File: config.mk
export PLATFORM = sky130hd
export DESIGN_NAME = sarray_tile_ctrl
export DESIGN_NICKNAME = d
export VERILOG_FILES = /design/src/rtl/sarray_pkg.sv /design/src/rtl/sarray_rd_credit.sv /design/src/rtl/sarray_tile_ctrl.sv
export SDC_FILE = /design/constraint.sdc
export NUM_CORES = 1
export LEC_CHECK = 0
export CELL_PAD_IN_SITES_DETAIL_PLACEMENT = 0
export CELL_PAD_IN_SITES_GLOBAL_PLACEMENT = 1
export CORE_AREA = 2 2 370 372
export CTS_CLUSTER_DIAMETER = 30
export CTS_CLUSTER_SIZE = 10
export DETAILED_ROUTE_END_ITERATION = 12
export DIE_AREA = 0 0 372 374
export PLACE_DENSITY_LB_ADDON = 0.1
export REMOVE_ABC_BUFFERS = 1
export SYNTH_ARGS = -nofsm -noshare
export SYNTH_HDL_FRONTEND = slang
export SYNTH_SLANG_ARGS = --single-unit
File: constraint.sdc
create_clock -name clk -period 7.95 [get_ports clk]
set_input_delay 1.9875 -clock clk [delete_from_list [all_inputs] [get_ports clk]]
set_output_delay 1.9875 -clock clk [all_outputs]
set_load 0.05 [all_outputs]
File: src/rtl/sarray_pkg.sv
// Shared encodings for the systolic-array tile load controller:
// instruction types, precision modes and controller FSM states.
package sarray_pkg;

  typedef enum logic [1:0] {
    TYPE_TMMA     = 2'd0,
    TYPE_PRELOADA = 2'd1,
    TYPE_PRELOADC = 2'd2,
    TYPE_RSVD     = 2'd3
  } tinst_type_e;

  typedef enum logic {
    PREC_FULL = 1'b0,
    PREC_HALF = 1'b1
  } prec_e;

  typedef enum logic [1:0] {
    ST_IDLE  = 2'd0,
    ST_REQ   = 2'd1,
    ST_DRAIN = 2'd2,
    ST_DONE  = 2'd3
  } state_e;

endpackage

File: src/rtl/sarray_rd_credit.sv
// Outstanding read-request counter; can_issue is low once MAX_OUT reads
// are in flight. Simultaneous issue and return leave the count unchanged.
module sarray_rd_credit #(
  parameter int MAX_OUT = 8,
  parameter int OUT_W   = $clog2(MAX_OUT + 1)
) (
  input  logic             clk,
  input  logic             rst,
  input  logic             clr,
  input  logic             inc,
  input  logic             dec,
  output logic [OUT_W-1:0] count,
  output logic             can_issue
);

  always_ff @(posedge clk or posedge rst) begin
    if (rst) begin
      count <= '0;
    end else if (clr) begin
      count <= '0;
    end else if (inc && !dec) begin
      count <= count + OUT_W'(1);
    end else if (dec && !inc) begin
      count <= count - OUT_W'(1);
    end
  end

  assign can_issue = (count < OUT_W'(MAX_OUT));

endmodule

File: src/rtl/sarray_tile_ctrl.sv
// Tile load controller: issues strided AR requests for one tile, then steers
// returning R beats to the A double-buffer (PRELOADA) or the array (TMMA/PRELOADC).
module sarray_tile_ctrl
  import sarray_pkg::*;
#(
  parameter int ADDR_W    = 64,
  parameter int LOAD_W    = 256,
  parameter int NUM_BEATS = 64,
  parameter int STRIDE    = 256,
  parameter int MAX_OUT   = 8,
  parameter int CNT_W     = $clog2(NUM_BEATS)
) (
  input  logic              clk,
  input  logic              rst,
  input  logic              tinst_valid_i,
  output logic              tinst_ready_o,
  input  logic [1:0]        tinst_type_i,
  input  logic [ADDR_W-1:0] tinst_addr_i,
  input  logic              tinst_precision_i,
  input  logic              tinst_acc_i,
  output logic              ar_valid_o,
  input  logic              ar_ready_i,
  output logic [ADDR_W-1:0] ar_addr_o,
  input  logic              r_valid_i,
  output logic              r_ready_o,
  input  logic [LOAD_W-1:0] r_data_i,
  output logic              abuf_wr_valid_o,
  output logic              abuf_wr_bank_o,
  output logic [CNT_W-1:0]  abuf_wr_addr_o,
  output logic [LOAD_W-1:0] abuf_wr_data_o,
  output logic              abuf_rd_valid_o,
  output logic              abuf_rd_bank_o,
  output logic [CNT_W-1:0]  abuf_rd_addr_o,
  output logic              sa_valid_o,
  output logic [CNT_W-1:0]  sa_cnt_o,
  output logic [LOAD_W-1:0] sa_data_o,
  output logic              sa_acc_o,
  output logic              sa_precision_o,
  output logic              sa_type_o,
  output logic              busy_o,
  output logic              done_o,
  output logic              err_o
);

  localparam int BW    = CNT_W + 1;
  localparam int OUT_W = $clog2(MAX_OUT + 1);
  localparam logic [BW-1:0]     FULL_BEATS = BW'(NUM_BEATS);
  localparam logic [BW-1:0]     HALF_BEATS = BW'(NUM_BEATS / 2);
  localparam logic [ADDR_W-1:0] STRIDE_A   = ADDR_W'(STRIDE);

  state_e            state, state_nxt;
  tinst_type_e       type_q;
  logic [ADDR_W-1:0] base_q;
  logic              prec_q, acc_q;
  logic [BW-1:0]     ar_cnt, r_cnt, beats, beats_m1;
  logic [OUT_W-1:0]  outstanding;
  logic              can_issue;
  logic              wr_bank, rd_bank;
  logic              in_io, accept, start, ar_hs, r_hs, r_stray, is_a;

  assign in_io    = (state == ST_REQ) || (state == ST_DRAIN);
  assign accept   = tinst_valid_i && tinst_ready_o;
  assign start    = accept && (tinst_type_i != TYPE_RSVD);
  assign beats    = (prec_q == PREC_HALF) ? HALF_BEATS : FULL_BEATS;
  assign beats_m1 = beats - BW'(1);
  // A beat with nothing outstanding is not ours: flag it and drop it.
  assign r_hs     = r_valid_i && in_io && (outstanding != '0);
  assign r_stray  = r_valid_i && !r_hs;
  assign ar_hs    = ar_valid_o && ar_ready_i;
  assign is_a     = (type_q == TYPE_PRELOADA);

  sarray_rd_credit #(.MAX_OUT(MAX_OUT), .OUT_W(OUT_W)) u_credit (
    .clk       (clk),
    .rst       (rst),
    .clr       (start),
    .inc       (ar_hs),
    .dec       (r_hs),
    .count     (outstanding),
    .can_issue (can_issue)
  );

  always_ff @(posedge clk or posedge rst) begin
    if (rst) state <= ST_IDLE;
    else     state <= state_nxt;
  end

  always_comb begin
    state_nxt  = state;
    ar_valid_o = 1'b0;
    done_o     = 1'b0;
    case (state)
      ST_IDLE:  if (start) state_nxt = ST_REQ;
      ST_REQ: begin
        // A returning beat frees a credit in the same cycle it is consumed.
        ar_valid_o = (ar_cnt < beats) && (can_issue || r_hs);
        if (ar_valid_o && ar_ready_i && (ar_cnt == beats_m1)) state_nxt = ST_DRAIN;
      end
      ST_DRAIN: if (r_hs && (r_cnt == beats_m1)) state_nxt = ST_DONE;
      ST_DONE: begin
        done_o    = 1'b1;
        state_nxt = ST_IDLE;
      end
      default:  state_nxt = ST_IDLE;
    endcase
  end

  always_ff @(posedge clk or posedge rst) begin
    if (rst) begin
      type_q  <= TYPE_TMMA;
      base_q  <= '0;
      prec_q  <= 1'b0;
      acc_q   <= 1'b0;
      ar_cnt  <= '0;
      r_cnt   <= '0;
      wr_bank <= 1'b0;
      rd_bank <= 1'b0;
      err_o   <= 1'b0;
    end else begin
      if (start) begin
        type_q <= tinst_type_e'(tinst_type_i);
        base_q <= tinst_addr_i;
        prec_q <= tinst_precision_i;
        acc_q  <= tinst_acc_i;
        ar_cnt <= '0;
        r_cnt  <= '0;
      end else begin
        if (ar_hs) ar_cnt <= ar_cnt + BW'(1);
        if (r_hs)  r_cnt  <= r_cnt + BW'(1);
      end
      if ((accept && (tinst_type_i == TYPE_RSVD)) || r_stray) err_o <= 1'b1;
      // A freshly loaded bank becomes the read bank; the next load goes to the other.
      if ((state == ST_DONE) && is_a) begin
        rd_bank <= wr_bank;
        wr_bank <= !wr_bank;
      end
    end
  end

  assign tinst_ready_o   = (state == ST_IDLE);
  assign busy_o          = (state != ST_IDLE);
  assign r_ready_o       = in_io;
  assign ar_addr_o       = base_q + ADDR_W'(ar_cnt) * STRIDE_A;

  assign abuf_wr_valid_o = r_hs && is_a;
  assign abuf_wr_bank_o  = wr_bank;
  assign abuf_wr_addr_o  = r_cnt[CNT_W-1:0];
  assign abuf_wr_data_o  = r_data_i;

  assign sa_valid_o      = r_hs && !is_a;
  assign sa_cnt_o        = r_cnt[CNT_W-1:0];
  assign sa_data_o       = r_data_i;
  assign sa_acc_o        = acc_q;
  assign sa_precision_o  = prec_q;
  assign sa_type_o       = (type_q == TYPE_PRELOADC);

  assign abuf_rd_valid_o = sa_valid_o && (type_q == TYPE_TMMA);
  assign abuf_rd_bank_o  = rd_bank;
  assign abuf_rd_addr_o  = r_cnt[CNT_W-1:0];

endmodule

# Word level (Yosys, flattened, before mapping)
# Cells that the tools add are included.
dict set report word_totals {
  reg_bits 91
  inputBits 329
}
dict set report classes {
  addsub 6
  order_cmp 2
  n_eq_ne 12
  mux 14
  n_reduce_logical 32
}
# cell n
set ops {}
lappend ops {{$add 64x15->64} 1}
lappend ops {{$mux 7} 5}
lappend ops {{$logic_and 1x1->1} 17}
lappend ops {{$add 7x1->7 const B} 2}
lappend ops {{$eq 7x7->1} 2}
lappend ops {{$mux 4} 3}
lappend ops {{$eq 2x2->1 const B} 4}
lappend ops {{$pmux 2 s4} 1}
lappend ops {{$lt 7x7->1} 1}
lappend ops {{$sub 7x1->7 const B} 1}
lappend ops {{$mux 2} 3}
lappend ops {{$ne 2x1->1 const B} 3}
lappend ops {{$reduce_bool 2->1} 3}
lappend ops {{$add 4x1->4 const B} 1}
lappend ops {{$eq 2x1->1 const B} 2}
lappend ops {{$logic_not 1->1} 4}
lappend ops {{$logic_not 2->1} 2}
lappend ops {{$lt 4x4->1 const B} 1}
lappend ops {{$reduce_bool 4->1} 1}
lappend ops {{$sub 4x1->4 const B} 1}
lappend ops {{$logic_or 1x1->1} 3}
lappend ops {{$reduce_and 3->1} 1}
lappend ops {{$reduce_bool 3->1} 1}
lappend ops {{$mux 1} 2}
lappend ops {{$ne 2x2->1 const B} 1}

# Depth between registers and ports, before layout
# Gate-level depths: netlist of the first run.
dict set report depth {
  depth_word 13
  ltp_mapped 13
}

# By module
# From an unflattened synthesis of the first run, not the netlist that was laid out.
dict set report unflattened {
  hier_cells 1037
  hier_area_um2 9323.9
}
# mod instances cells_per_inst area_each_um2 seq_area_each_um2
set modules_own_cells {}
lappend modules_own_cells {sarray_tile_ctrl 1 1005 9023.7 2177.1}
lappend modules_own_cells {sarray_rd_credit 1 32 300.3 100.1}

# Worst setup path after synthesis of the first run
# No wires, ideal clock.
dict set report synth_path {
  path_type {input-to-output}
  startpoint {input port r_valid_i}
  endpoint {output port abuf_rd_valid_o}
  t_arrival_ns 3.385
  required_time_ns 5.963
  path_slack_ns 2.577
  cell_stages 3
  path_cell_list {nand2_1 or2_1 nor3_1}
}
dict set report synth_between {
  elab_chain_cells 4
}
# item line_no
set synth_lines {}
lappend synth_lines {{start, declared} sarray_tile_ctrl.sv:24} ;# input logic r_valid_i,
lappend synth_lines {{$logic_and 1x1->1 (2 in series)} sarray_tile_ctrl.sv:67} ;# assign r_hs = r_valid_i && in_io && (outstanding != '0);
lappend synth_lines {{$logic_and 1x1->1} sarray_tile_ctrl.sv:149} ;# assign sa_valid_o = r_hs && !is_a;
lappend synth_lines {{$logic_and 1x1->1} sarray_tile_ctrl.sv:156} ;# assign abuf_rd_valid_o = sa_valid_o && (type_q == TYPE_TMMA);
lappend synth_lines {{end, declared} sarray_tile_ctrl.sv:31} ;# output logic abuf_rd_valid_o,
# No other way between the ends.

# Final worst setup path of the first run
dict set report layout_path {
  startpoint {register ar_cnt[0]}
  endpoint {output port ar_addr_o[38]}
}
dict set report layout_between {
  elab_chain_cells 1
}
# item line_no
set layout_lines {}
lappend layout_lines {{start, declared} sarray_tile_ctrl.sv:55} ;# logic [BW-1:0] ar_cnt, r_cnt, beats, beats_m1;
lappend layout_lines {{start signal, assigned} sarray_tile_ctrl.sv:127} ;# if (ar_hs) ar_cnt <= ar_cnt + BW'(1);
lappend layout_lines {{$add 64x15->64} sarray_tile_ctrl.sv:142} ;# assign ar_addr_o = base_q + ADDR_W'(ar_cnt) * STRIDE_A;
lappend layout_lines {{end, declared} sarray_tile_ctrl.sv:23} ;# output logic [ADDR_W-1:0] ar_addr_o,
# No other way between the ends.

==> results.yml, run 1 <==
sta:
  hold_viol_final: 0
  layout_setup_ws_ps: 1580
  slew_headroom_pct: 33.1
  setup_viol: 0
  tightestPinTransition_ps: 1000
  finClkSkew_ps: 11.9
  fin_setup_tns_ps: 0
  grt_setup_unrepaired: "false"
  timing.final.crit_share_pct: 80.1
  final.min_clock_period_ps: 6370
  fmax_mhz: 157
  drv_slew: 0
layout:
  layout.cells.most_common_list: "nand2_1, clkdlybuf4s50_1, dfrtp_1"
  mostFrequentLayoutCell: "nand2_1"
  drive_above_1_share_pct: 3.97
  fin_area_mm2: 0.00936
  fillers: 15756
  area.sequential_mm2: 0.00228
  syn_to_final_growth_pct: 2.09
  multi_input_area_mm2: 0.00273
  nNetsFinal: 1123
power:
  vdd_drop_max_v: 0.000168
  power.density_mw_per_mm2: 378
  cellLeakagePower_uw: 0.00328
route:
  drc_errors: 0
  drt_wl_total_um: 193000
  avgViaCountPerCell: 2.82
  vias: 7252
  ant_nets: 0
  dr.first_iter.drc_count: 631
  dr.pass1.iters: 5
  wl_per_cell_um: 74.9
synth:
  synth-main-ff-cell: "dfrtp_1"
  post-synth-top-area-cell: "buf_4"
  ys_warn_count: 0
  synth_cell_types: 47
  ys_ff_latch: 91
  synth_edf_count: 0
  synth_top_area_share_pct: 44.0
  ys_seq_area_share_pct: 24.8
  synthCells: 1147
  synth.area.top_cells: "buf_4, dfrtp_1, nand2_1"
  avgSynthCellArea_um2: 8.00
  synth_area_mm2: 0.00917
  async_flop_share_pct: 100
grt:
  grt_pass1_vias: 6556
  grt_overflow: 0
  antenna_found_initial: 24
  track_usage_pct: 27.0
  grt_pass1_wl_um: 209000
  grt_max_degree: 61
clock_tree:
  clock_latency_ps: 420
  cts_max_level: 3
  post-cts-setup-buffer-count: 0
  cts_buffers: 9
  clock_path_buffers: 2
  postCtsHoldBufs: 0
  cts_tree: "built"
  clk_pin_slew_worst_paths_ps: 80
  cts_sinks: 91
  ctsResizeCount: 0
  cts-root-buf: "clkbuf_16"
floorplanning:
  die_area_mm2: 0.139
  die_h_um: 374
  die_x_um: 372
  fp-row-count: 135
  io-pin-count: 937
  core-area_mm2: 0.135
  initial_core_util_pct: 6.80
setup_path:
  crit_type: "flop to output port"
  critPathRequiredTime_ps: 5960
  crit_path_start_kind: "flop"
  cp-end-kind: "output port"
  cp_max_fo: 7
  crit_arrival_ps: 4380
placed_design:
  port_buffers: 168
  post-place-ws_ps: 1740
  gp_congestion: 0.872
  place_area_mm2: 0.00904
  dp_hpwl_um: 176000
min_path:
  hold_path.class: "flop to flop"
outcome:
  status: "complete, no violations"
flow_run:
  maxCapViolCount: 0
==> metrics by stage <==
| step | utilization, % | cells | power (uW) | hold slack [ps] |
|---|---|---|---|---|
| after floorplan | - | 590 | 2150 | 452 |
| after detailed placement | 6.70 | 2545 | 3090 | 463 |
| after CTS | 6.92 | 2561 | 3660 | 500 |
| final | 6.94 | 2572 | 3540 | 489 |
| after global routing | 6.92 | 2564 | 3790 | 514 |
| after global placement | 6.70 | 2545 | 3100 | 465 |
==> metal layers <==
| layer | global-route usage, % | part of all wire [%] | routed length, um | up-vias |
|---|---|---|---|---|
| met4 | 21.4 | 11 | 21300 | 49 |
| met3 | 32.2 | 25 | 48300 | 282 |
| li1 | - | - | - | 2366 |
| met5 | 15.0 | 1.5 | 2810 | - |
| met1 | 13.7 | 18 | 35500 | 3131 |
| met2 | 43.1 | 44 | 84800 | 1424 |
==> flip-flops by register name (all words and copies together) (netlist names), 2 cells and up <==
| signal | count |
|---|---|
| type_q | 2 |
| ar_cnt | 7 |
| r_cnt | 7 |
| state | 2 |
| u_credit.count | 4 |
| base_q | 64 |
==> cell usage after synthesis, drive strengths merged, types with 16 or more instances <==
library cell and number:
buf 541, nand2 201, dfrtp 91, nor2 43, xor2 35, xnor2 33
nand4 23, inv 20, nand3 20, nor3 18, ha 17, o21ai 17
clkbuf 16
==> logic make-up (layout without fill, tap and decap cells) <==
group                    Yosys count  in the layout  share of synthesized area, %
buffers and inverters            577            210                          45.6
AND/OR/NAND/NOR                  340            340                          16.5
flip-flops                        91             91                          24.8
XOR/XNOR                          68             68                          6.57
AO/OA/AOI/OAI                     49             49                          3.38
adder cells (fa/ha/maj)           19             19                          2.76
multiplexers                       3              3                         0.355
other                              0             11                             0
==> worst max-delay path: stages (launching register included) <==
cell and delay (ps):
dfrtp_1 440, ha_1 250, fa_1 430, a211oi_1 310, o21ai_1 360, o211ai_1 830, nor2_1 110, xnor2_1 340
clkdlybuf4s50_1 890
==> layout make-up <==
cell class                      count  area share (%)
Multi-Input combinational cell    479            29.2
Sequential cell                    91            24.3
Tap cell                         1781            23.8
Timing Repair Buffer              174            18.4
Clock buffer                       10            2.55
Inverter                           20           0.828
Clock inverter                      6           0.575
Antenna cell                       11           0.294
==> report_power, final <==
part	total, uW	internal, uW	switching, uW
clock	515	229	286
combinational	2110	650	1450
sequential	923	656	267
total	3540	1540	2010
==> final timing paths <==
| check | slack [ps] | endpoint | cells after the start | start |
|---|---|---|---|---|
| max | 1580 | ar_addr_o[38] | 8 | ar_cnt[0] |
| min | 490 | base_q[8] | 2 | base_q[8] |
| max reg2reg | 4780 | u_credit.count[3] | 12 | state[0] |
| min reg2reg | 490 | base_q[8] | 2 | base_q[8] |
| max in group asynchronous | 4560 | base_q[10] | 3 | rst |
| min in group asynchronous | 2050 | base_q[54] | 2 | rst |
Note: power is estimated with default switching activity, not from simulation.
==> inputs of run 2 (changes only) <==
- CORE_AREA: 2 2 370 372 -> 2 2 365 367
- DIE_AREA: 0 0 372 374 -> 0 0 367 369
- clock period: 7.95 -> 5.5 ns (I/O delays scaled with it)
==> results.yml, run 2 (synthesized netlist as in run 1, its figures left out) <==
layout:
  mostFrequentLayoutCell: "nand2_1"
  fin_util_pct: 7.20
  largest_registers: "base_q: 64 flops, ar_cnt: 7 flops, r_cnt: 7 flops"
  drive_above_1_share_pct: 8.81
  syn_to_final_growth_pct: 2.92
  nNetsFinal: 1138
  largest-register: "base_q"
  largest_register_ffs: 64
  layout.cells.most_common_list: "nand2_1, clkdlybuf4s50_1, dfrtp_1"
  fillers: 15509
sta:
  setup_viol: 0
  final.min_clock_period_ps: 5310
  timing.final.crit_share_pct: 96.6
  holdWs_ps: 488
  slew_headroom_pct: 41.9
  fin_setup_tns_ps: 0
  hold_viol_final: 0
  tightestPinTransition_ps: 869
  finClkSkew_ps: 9.82
  fmax_mhz: 188
  drv_slew: 0
  grt_setup_unrepaired: "false"
power:
  power.density_mw_per_mm2: 551
  netSwitchingPower_uw: 2940
  cellInternalPower_uw: 2260
  vdd_drop_max_v: 0.000463
  pwr-share-clk_pct: 14.8
  switching_share_pct: 56.5
  p_comb_share_pct: 59.2
  power_uw: 5200
  cellLeakagePower_uw: 0.00340
  power_frac_seq_pct: 26.0
clock_tree:
  clock_latency_ps: 410
  clk_pin_slew_worst_paths_ps: 80
  cts_tree: "built"
  postCtsHoldBufs: 0
  cts-root-buf: "clkbuf_16"
  clock_path_buffers: 2
  cts_sinks: 91
  cts_buffers: 9
  cts_max_level: 3
floorplanning:
  core-area_mm2: 0.131
  die_h_um: 369
  die_area_mm2: 0.135
  io-pin-count: 937
  die_x_um: 367
  initial_core_util_pct: 6.99
  fp-row-count: 133
route:
  ant_nets: 0
  drc_errors: 0
  dr.first_iter.drc_count: 893
  wl_per_cell_um: 74.1
  avgViaCountPerCell: 2.89
  vias: 7413
  dr.pass1.iters: 5
  drt_wl_total_um: 190000
grt:
  grt_overflow: 0
  grt_pass1_vias: 6493
  globalRoute.busiestLayer: "met2"
  met2_usage_pct: 44.6
  track_usage_pct: 27.2
  grt_pass1_wl_um: 207000
  grt_use_met3_pct: 32.0
  antenna_found_initial: 24
  grt_util_met1_pct: 14.2
  grt_max_degree: 47
flow_run:
  maxCapViolCount: 0
setup_path:
  critPathRequiredTime_ps: 4120
  crit_path_start_kind: "flop"
  cp-end-kind: "output port"
  cp_max_fo: 6
  crit_arrival_ps: 3940
  crit_type: "flop to output port"
placed_design:
  gp_congestion: 0.881
  port_buffers: 168
  dp_hpwl_um: 175000
min_path:
  hold_path.class: "flop to flop"
outcome:
  status: "complete, no violations"
## run 2: cell types whose count changed in the layout (fill, tap and decap cells not counted), moves of 2 or more
cell	previous run	this run
diode_2	11	13
buf_4	6	42
buf_12	0	3
clkdlybuf4s50_1	168	144
inv_6	4	2
## run 2: final timing paths
check	cells after the start	startpoint	slack, ps	end
max	5	base_q[35]	190	ar_addr_o[48]
min	2	sa_acc_o	490	sa_acc_o
max reg2reg	12	state[0]	2360	u_credit.count[3]
min reg2reg	2	sa_acc_o	490	sa_acc_o
max in group asynchronous	3	rst	3140	base_q[4]
min in group asynchronous	2	rst	1490	base_q[55]
## run 2: area by class of cell
cell class / count / area, um2 / area share, %
antenna: 13 / 32.5 / 0.345
clock buffer: 11 / 243 / 2.57
clock inverter: 5 / 60.1 / 0.636
inverter: 20 / 77.6 / 0.822
multi-input combinational: 479 / 2740 / 29.0
sequential: 91 / 2280 / 24.1
tap: 1755 / 2200 / 23.3
timing repair buffer: 189 / 1820 / 19.2
## run 2: critical path: stages, from the launching register on
cell             delay [ps]
dfrtp_1                 530
nand4_1                 370
nor4_1                  720
o2111ai_1               400
xnor2_1                 590
clkdlybuf4s50_1         920
## run 2: power groups by stage
stage / logic [uW] / registers (uW) / clock network (uW)
after floorplan: 1660 / 1440 / 0
after global placement: 3140 / 1380 / 0
after detailed placement: 3120 / 1380 / 0
after CTS: 3130 / 1370 / 831
after global routing: 3290 / 1410 / 844
final: 3080 / 1350 / 772
## run 2: what timing repair did
action	4_1_cts	5_1_grt
pin swaps	1	0
setup buffers	1	0
endpoints found under the setup margin	1	1
resized for setup	0	1
## run 2: metrics by stage
step                setup WS (ps)  cells  cell area (um2)
finish                        186   2563             9440
global placement              524   2533             9090
global route                 78.2   2559             9430
CTS                           172   2550             9400
detailed placement            421   2533             9090
floorplan                     320    590             5060
## run 2: routing by layer
layer / part of all wire [%] / wire length (um)
met5: 1.6 / 3000
met4: 8.9 / 16900
met3: 24 / 46400
met2: 46 / 88100
met1: 19 / 35500
==> inputs of run 3 (changes only) <==
- PLACE_DENSITY_LB_ADDON: 0.1 -> 0.05
==> results.yml, run 3 (synthesized netlist as in run 1, its figures left out) <==
layout:
  layout.cells.most_common_list: "nand2_1, clkdlybuf4s50_1, dfrtp_1"
  largest-register: "base_q"
  largest_register_ffs: 64
  mostFrequentLayoutCell: "nand2_1"
  instances_no_fill: 2560
  largest_registers: "base_q: 64 flops, ar_cnt: 7 flops, r_cnt: 7 flops"
  fin_util_pct: 7.20
  drive_above_1_share_pct: 8.43
  nNetsFinal: 1138
  syn_to_final_growth_pct: 2.88
sta:
  tightestPinTransition_ps: 889
  drv_slew: 0
  setup_viol: 0
  hold_viol_final: 0
  fin_setup_tns_ps: 0
  finClkSkew_ps: 18.6
  fmax_mhz: 189
  holdWs_ps: 485
  layout_setup_ws_ps: 209
  grt_setup_unrepaired: "false"
  final.min_clock_period_ps: 5290
  timing.final.crit_share_pct: 96.2
  slew_headroom_pct: 40.6
clock_tree:
  clk_pin_slew_worst_paths_ps: 90
  ctsResizeCount: 0
  cts_sinks: 91
  clock_latency_ps: 430
  cts_buffers: 9
  cts_tree: "built"
  cts_max_level: 3
  clock_path_buffers: 2
  cts-root-buf: "clkbuf_16"
  postCtsHoldBufs: 0
route:
  ant_nets: 0
  drt_wl_total_um: 191000
  vias: 7268
  drc_errors: 0
  dr.pass1.iters: 6
  dr.first_iter.drc_count: 854
  wl_per_cell_um: 74.6
  avgViaCountPerCell: 2.84
floorplanning:
  fp-row-count: 133
  initial_core_util_pct: 6.99
  core-area_mm2: 0.131
  die_area_mm2: 0.135
  die_h_um: 369
  die_x_um: 367
  io-pin-count: 937
min_path:
  hold_path.class: "flop to flop"
setup_path:
  cp-end-kind: "output port"
  crit_arrival_ps: 3920
  crit_path_start_kind: "flop"
  cp_max_fo: 4
  reg2reg_slack_ps: 2230
  critPathRequiredTime_ps: 4120
  crit_type: "flop to output port"
outcome:
  status: "complete, no violations"
placed_design:
  dpl.cell_count: 2533
  dp_hpwl_um: 176000
  post-place-ws_ps: 496
  gp_congestion: 0.853
  port_buffers: 168
power:
  vdd_drop_max_v: 0.000303
  power.density_mw_per_mm2: 550
  cellLeakagePower_uw: 0.00340
grt:
  grt_max_degree: 61
  antenna_found_initial: 24
  grt_pass1_vias: 6580
  grt_overflow: 0
  track_usage_pct: 27.4
  grt_pass1_wl_um: 209000
flow_run:
  maxCapViolCount: 0
run 3: cell types whose count changed in the layout (fill, tap and decap cells not counted), sizes merged:
| cell | previous run | this run |
|---|---|---|
| diode | 13 | 10 |
| buf | 45 | 43 |
| clkdlybuf4s50 | 144 | 146 |
| clkinv | 1 | 3 |
| inv | 22 | 20 |
| clkbuf | 11 | 12 |
| clkinvlp | 1 | 0 |
run 3: stage by stage:
| step | power, uW | area [um2] |
|---|---|---|
| 2_1_floorplan | 3100 | 5060 |
| 3_3_place_gp | 4510 | 9100 |
| 3_5_place_dp | 4480 | 9100 |
| 4_1_cts | 5360 | 9410 |
| 5_1_grt | 5540 | 9420 |
| 6_report | 5190 | 9440 |
run 3: area by class of cell:
| class | count | area (um2) |
|---|---|---|
| antenna | 10 | 25.0 |
| clock buffer | 12 | 256 |
| clock inverter | 4 | 48.8 |
| fill | 15516 | 122000 |
| inverter | 20 | 77.6 |
| multi-input combinational | 479 | 2730 |
| sequential | 91 | 2280 |
| tap | 1755 | 2200 |
| timing repair buffer | 189 | 1820 |
run 3: power by group:
group          switching, uW  internal (uW)
Combinational           2090            940
Clock                    419            380
Sequential               411            948
run 3: worst max-delay path, stage by stage, from the launching register on:
cell	delay, ps
dfrtp_1	430
ha_1	240
fa_1	290
a211oi_1	110
o21ai_1	560
o21a_1	430
nand4_1	180
xnor2_1	350
clkdlybuf4s50_1	880
run 3: repair_timing:
| item | in CTS | in global routing |
|---|---|---|
| setup buffers | 1 | 0 |
| hold endpoints to repair | 0 | 0 |
| endpoints found under the setup margin | 2 | 0 |
run 3: worst paths after layout:
path	from	end	depth (start not counted)
min in group asynchronous	rst	base_q[27]	2
min	base_q[6]	base_q[6]	2
min reg2reg	base_q[6]	base_q[6]	2
max in group asynchronous	rst	base_q[20]	3
max	ar_cnt[0]	ar_addr_o[24]	8
max reg2reg	state[0]	u_credit.count[3]	12
run 3: metal layers:
layer / wire length, um / track usage [%] / part of all wire [%]
met4: 20000 / 21.5 / 10
met3: 45500 / 32.4 / 24
met2: 87000 / 45.0 / 46
met1: 35800 / 13.7 / 19
met5: 2670 / 13.4 / 1.4
==> RTL edit 1, RTL diff (settings of run 3) <==
Encoding of `state_e`: now Gray code (2 bits for 4 states).
--- a/src/rtl/sarray_pkg.sv
+++ b/src/rtl/sarray_pkg.sv
@@ -15,10 +15,10 @@
   } prec_e;
 
   typedef enum logic [1:0] {
-    ST_IDLE  = 2'd0,
-    ST_REQ   = 2'd1,
-    ST_DRAIN = 2'd2,
-    ST_DONE  = 2'd3
+    ST_IDLE  = 2'b00,
+    ST_REQ   = 2'b01,
+    ST_DRAIN = 2'b11,
+    ST_DONE  = 2'b10
   } state_e;
 
 endpackage
Function: no difference found for any inputs over 4 cycles, from zero or initial values and one cycle with rst high; so few cycles prove little.
==> RTL edit 1 against run 3 <==
Synthesized cell count is 1.0% higher. Total power is 2.3% lower. Final area is 2.0% higher. Area after synthesis is 3.2% higher. Core utilization is 0.15 points higher. Sequential share of layout area is 0.48 points lower. Non-clock buffer count is 12 lower. Routed wire length is 0.54% lower. Sequential cell count stayed put. Clock skew is 0.012 ns lower. Clock power is 4.5% lower. Setup slack worse by 0.0030 ns. Combinational power is 3% lower. Critical endpoint is now ar_addr_o[26]. Highest routed layer unchanged.
==> RTL edit 1: results (changes against run 3) <==
Inverters = 30 (+50%)
post-synthesis sequential area ratio = 0.240 (-0.00777)
routed length per instance = 74.2 µm (-0.51%)
R2R setup slack = 2.80 ns (+0.57 ns)
sw power = 2.87 mW (-1.8%)
post-synthesis cell type count = 53 (+13%)
critical path's top delay family = buffers and inverters
met2 usage = 0.440 (-0.0102)
Clock buffer cells = 9 (-3)
Buffers excl. clock = 177 (-6.3%)
Nets = 1,133 (-0.44%)
DRT iter0 DRCs = 680 (-20%)
hold path start = r_cnt[6]
maximum vdd ir drop = 212 µV (-30%)
total sequential power = 1.37 mW
Mapped Cells = 1,159 (+1.0%)
combinational group share of total power = 0.580 (-0.004)
Largest stage delay, worst path = 0.98 ns (+0.10 ns)
Synth Area in XOR/XNOR = 0.0629 (-0.00285)
outcome = finished, final reports clean
global-route wire length before repair = 208 mm (-0.32%)
DP Wirelength = 173 mm (-1.6%)
switching share of power = 0.566 (+0.00272)
Least-Margin Pin Slew = 0.929 ns (+0.0404 ns)
metal2 WL = 85.5 mm (-1.7%)
placed cell area = 9300 µm² (+2.2%)
largest net degree at the start of global routing = 96 (+57%)
met1 Use GR = 0.132 (-0.00482)
crit-path max FO = 6 (+2)
GPL Wtd Cong = 0.826 (-3.2%)
met3 WL = 46.5 mm (+2.3%)
top post-synthesis cells by count = 538 x buf_4, 198 x nand2_1, 91 x dfrtp_1
Metal-1 WL = 34.8 mm (-2.7%)
post-synthesis compound-gate area fraction = 0.0427 (+0.00885)
ratio of cells with drive above 1 in the final layout = 0.101 (+0.0165)
NonClk Buf Share = 0.181 (-0.0124)
synth top area cells = buf_4 43%, dfrtp_1 24%, nand2_1 7.8%
GRT Resource Usage Total = 0.273 (-0.000967)
drt pass-1 iters = 4 (-2)
static leakage = 3.39 nW (-0.40%)
vias in the first global route = 6,864 (+4.3%)
worst skew pair latency = 0.41 ns (-0.02 ns)
Reg2Reg Launch Point = sa_precision_o
hold path endpoint = r_cnt[6]
vias per std cell = 2.84 (about the same)
clk_skew = 0.00707 ns (-0.0115 ns)
comb_multi_in = 480 (+0.21%)
area share of fa/ha/maj cells after synthesis = 0.0214 (-0.00615)
Clock-cell share = 0.0313 (-0.00103)
hold path depth = 1 (-1)
area of the multi-input gates = 2970 µm² (+8.7%)
filler cell count = 15,533 (+0.11%)
Post-CTS Setup Inserts = 0 (-1)
pre-CTS setup slack = 0.529 ns (+0.0328 ns)
fraction of area in multi-input gates = 0.309 (+0.0191)
worst hold slack = 0.479 ns (-0.00574 ns)
via count = 7,263 (-0.069%)
multiplexer share of the synthesized area = 0.00119 (-0.00236)
worst r2r path cells = 9 (-3)
M3 GR Usage = 0.330 (+0.00618)
RTL edit 1: changes by cell type after synthesis, moves of 5 or more:
cell     change
buf_2        +7
inv_1       +10
nand4_1     -11
nor3_2      +10
nor4_1       -5
nor4_2       +6
o21ai_0      +7
xnor2_1      -6
xor2_1       +7
RTL edit 1: worst max-delay path by stage:
| stage | from | endpoint | slack [ns] |
|---|---|---|---|
| 2_1_floorplan | state[0] | base_q[16] | 0.13 |
| 3_3_place_gp | ar_cnt[0] | ar_addr_o[58] | 0.54 |
| 3_5_place_dp | ar_cnt[0] | ar_addr_o[58] | 0.53 |
| 4_1_cts | ar_cnt[0] | ar_addr_o[58] | 0.03 |
| 5_1_grt | ar_cnt[0] | ar_addr_o[26] | 0.04 |
| 6_report | ar_cnt[0] | ar_addr_o[26] | 0.21 |
RTL edit 1: timing repair:
item,CTS,global route
setup endpoints to repair,0,1
gates resized for setup,0,1
hold buffers,0,0
==> RTL edit 2, RTL diff (config.mk and constraints of run 3) <==
Made on the original files. `MAX_OUT` is set to 8 in 2 places; all go to 4.
--- a/src/rtl/sarray_rd_credit.sv
+++ b/src/rtl/sarray_rd_credit.sv
@@ -1,7 +1,7 @@
 // Outstanding read-request counter; can_issue is low once MAX_OUT reads
 // are in flight. Simultaneous issue and return leave the count unchanged.
 module sarray_rd_credit #(
-  parameter int MAX_OUT = 8,
+  parameter int MAX_OUT = 4,
   parameter int OUT_W   = $clog2(MAX_OUT + 1)
 ) (
   input  logic             clk,
--- a/src/rtl/sarray_tile_ctrl.sv
+++ b/src/rtl/sarray_tile_ctrl.sv
@@ -7,7 +7,7 @@
   parameter int LOAD_W    = 256,
   parameter int NUM_BEATS = 64,
   parameter int STRIDE    = 256,
-  parameter int MAX_OUT   = 8,
+  parameter int MAX_OUT   = 4,
   parameter int CNT_W     = $clog2(NUM_BEATS)
 ) (
   input  logic              clk,
Function: not settled (the Yosys comparison gave no result); the edit may change what the design does.
==> RTL edit 2 against run 3 <==
Total power fell by 1.8%. Synthesized cell count fell by 1.7%. Via count fell by 0.41%. Sequential share of layout area rose by 0.19 points. Routed wire length fell by 0.68%. Sequential cell count fell by 1. Core utilization fell by 0.13 points. Clock skew fell by 0.0043 ns. Combinational power fell by 3%. Highest routed layer unchanged. Final area fell by 1.9%. Non-clock buffer count fell by 7. Setup slack improved by 0.12 ns. Area after synthesis fell by 1.0%.
==> RTL edit 2: results (changes against run 3) <==
multiplexer share of the synthesized area = 0.00248 (-0.00107)
top post-synthesis cells by count = 538 x buf_4, 211 x nand2_1, 90 x dfrtp_1
Largest regs = base_q x64, ar_cnt x7, r_cnt x7
critical path arrival = 3.79 ns (-0.13 ns)
Clock transition at path regs = 0.08 ns
clock root buffer = clkbuf_16
placed cell area = 8940 µm² (-1.7%)
GRT Resource Usage Total = 0.272 (-0.00197)
Post-CTS Setup Inserts = 0 (-1)
worst hold path type = flop to flop
worst skew pair latency = 0.41 ns (-0.02 ns)
vias in the first global route = 6,408 (-2.6%)
vias per std cell = 2.87 (+1.0%)
synth top area cells = buf_4 44%, dfrtp_1 25%, nand2_1 8.7%
filler cell count = 15,531 (+0.097%)
DRT iter0 DRCs = 781 (-8.5%)
Placed Cells = 2,506 (-1.1%)
initial antenna violation count = 19 (-21%)
drt pass-1 iters = 5 (-1)
crit-path max FO = 5 (+1)
YS warnings = 0 (unchanged)
largest net degree at the start of global routing = 91 (+49%)
Mapped Cells = 1,128 (-1.7%)
total of max-cap violations = 0 (unchanged)
final WL = 190 mm (-0.68%)
post-synthesis cell type count = 50 (+6.4%)
ratio of cells with drive above 1 in the final layout = 0.0875 (+0.00319)
Reg area = 2250 µm² (-1.1%)
Synth Area in XOR/XNOR = 0.0663 (+0.000551)
post-synthesis sequential area ratio = 0.248 (about the same)
post-synthesis compound-gate area fraction = 0.0331 (-0.000748)
Post-synth EDFFs = 0 (unchanged)
Clock Path Buffers = 2 (unchanged)
Main synth FF type = dfrtp_1
maximum vdd ir drop = 234 µV (-23%)
via count = 7,238 (-0.41%)
global-route wire length before repair = 207 mm (-0.83%)
GPL Wtd Cong = 0.864 (+1.2%)
area share of fa/ha/maj cells after synthesis = 0.0251 (-0.00247)
CTS HTree Levels = 3 (unchanged)
post-layout power = 5.10 mW (-1.8%)
static leakage = 3.34 nW (-1.9%)
clk_skew = 0.0143 ns (-0.00431 ns)
outcome = finished, final reports clean
pre-CTS setup slack = 0.625 ns (+0.129 ns)
DP Wirelength = 174 mm (-0.90%)
Worst setup SP type = flop
Worst slew margin = 0.407 (+0.00147)
## RTL edit 2: changes by cell type after synthesis, moves of 4 or more
cell	before	now
xor2_1	35	18
xnor2_1	32	47
nor2_1	43	30
nand2_1	201	211
nor4_1	10	1
inv_1	20	13
o21ai_0	15	8
and4_1	0	6
and3_1	5	10
buf_2	0	5
nand3_1	19	24
nor3_1	18	13
clkbuf_1	16	12
## RTL edit 2: kinds of logic (layout without fill, tap and decap cells)
logic type / after synthesis / count (layout)
compound gates: 43 / 43
xor+xnor: 67 / 67
fa+ha+maj: 17 / 17
buf+inv: 572 / 210
flops: 90 / 90
mux: 2 / 2
other cells: 0 / 2
simple gates: 337 / 337
## RTL edit 2: path summary, 6_finish.rpt
path | end | slack, ns | cells after the start | from
setup / recovery | ar_addr_o[62] | 0.33 | 8 | ar_cnt[0]
hold / removal | base_q[3] | 0.48 | 2 | base_q[3]
setup reg to reg | state[1] | 2.76 | 8 | state[0]
hold reg to reg | base_q[3] | 0.48 | 2 | base_q[3]
max in group asynchronous | base_q[19] | 3.45 | 3 | rst
min in group asynchronous | base_q[5] | 1.47 | 3 | rst
## RTL edit 2: critical path, cell delays in order (launching register included)
cell,delay (ns)
dfrtp_1,0.43
ha_1,0.25
fa_1,0.46
a211oi_1,0.34
o211ai_1,0.28
and4_2,0.48
nand3_1,0.16
xnor2_1,0.14
clkdlybuf4s50_1,0.82
## RTL edit 2: area by class of cell
cell class / count / share of cell area
sequential: 90 / 0.243
antenna: 2 / 0.000540
tap: 1755 / 0.237
timing repair buffer: 182 / 0.191
clock buffer: 11 / 0.0251
inverter: 13 / 0.00554
multi-input combinational: 466 / 0.289
clock inverter: 4 / 0.00838
## RTL edit 2: power breakdown
group / total (mW) / switching, mW / internal (mW)
Clock: 0.783 / 0.383 / 0.400
Sequential: 1.38 / 0.443 / 0.936
Combinational: 2.93 / 2.00 / 0.929
## RTL edit 2: metal layers
metal / wire length, µm / global-route usage / up-vias
li1: - / - / 2317
met1: 35100 / 0.138 / 3154
met2: 87200 / 0.443 / 1456
met3: 45800 / 0.319 / 258
met4: 18400 / 0.212 / 53
met5: 3200 / 0.170 / -
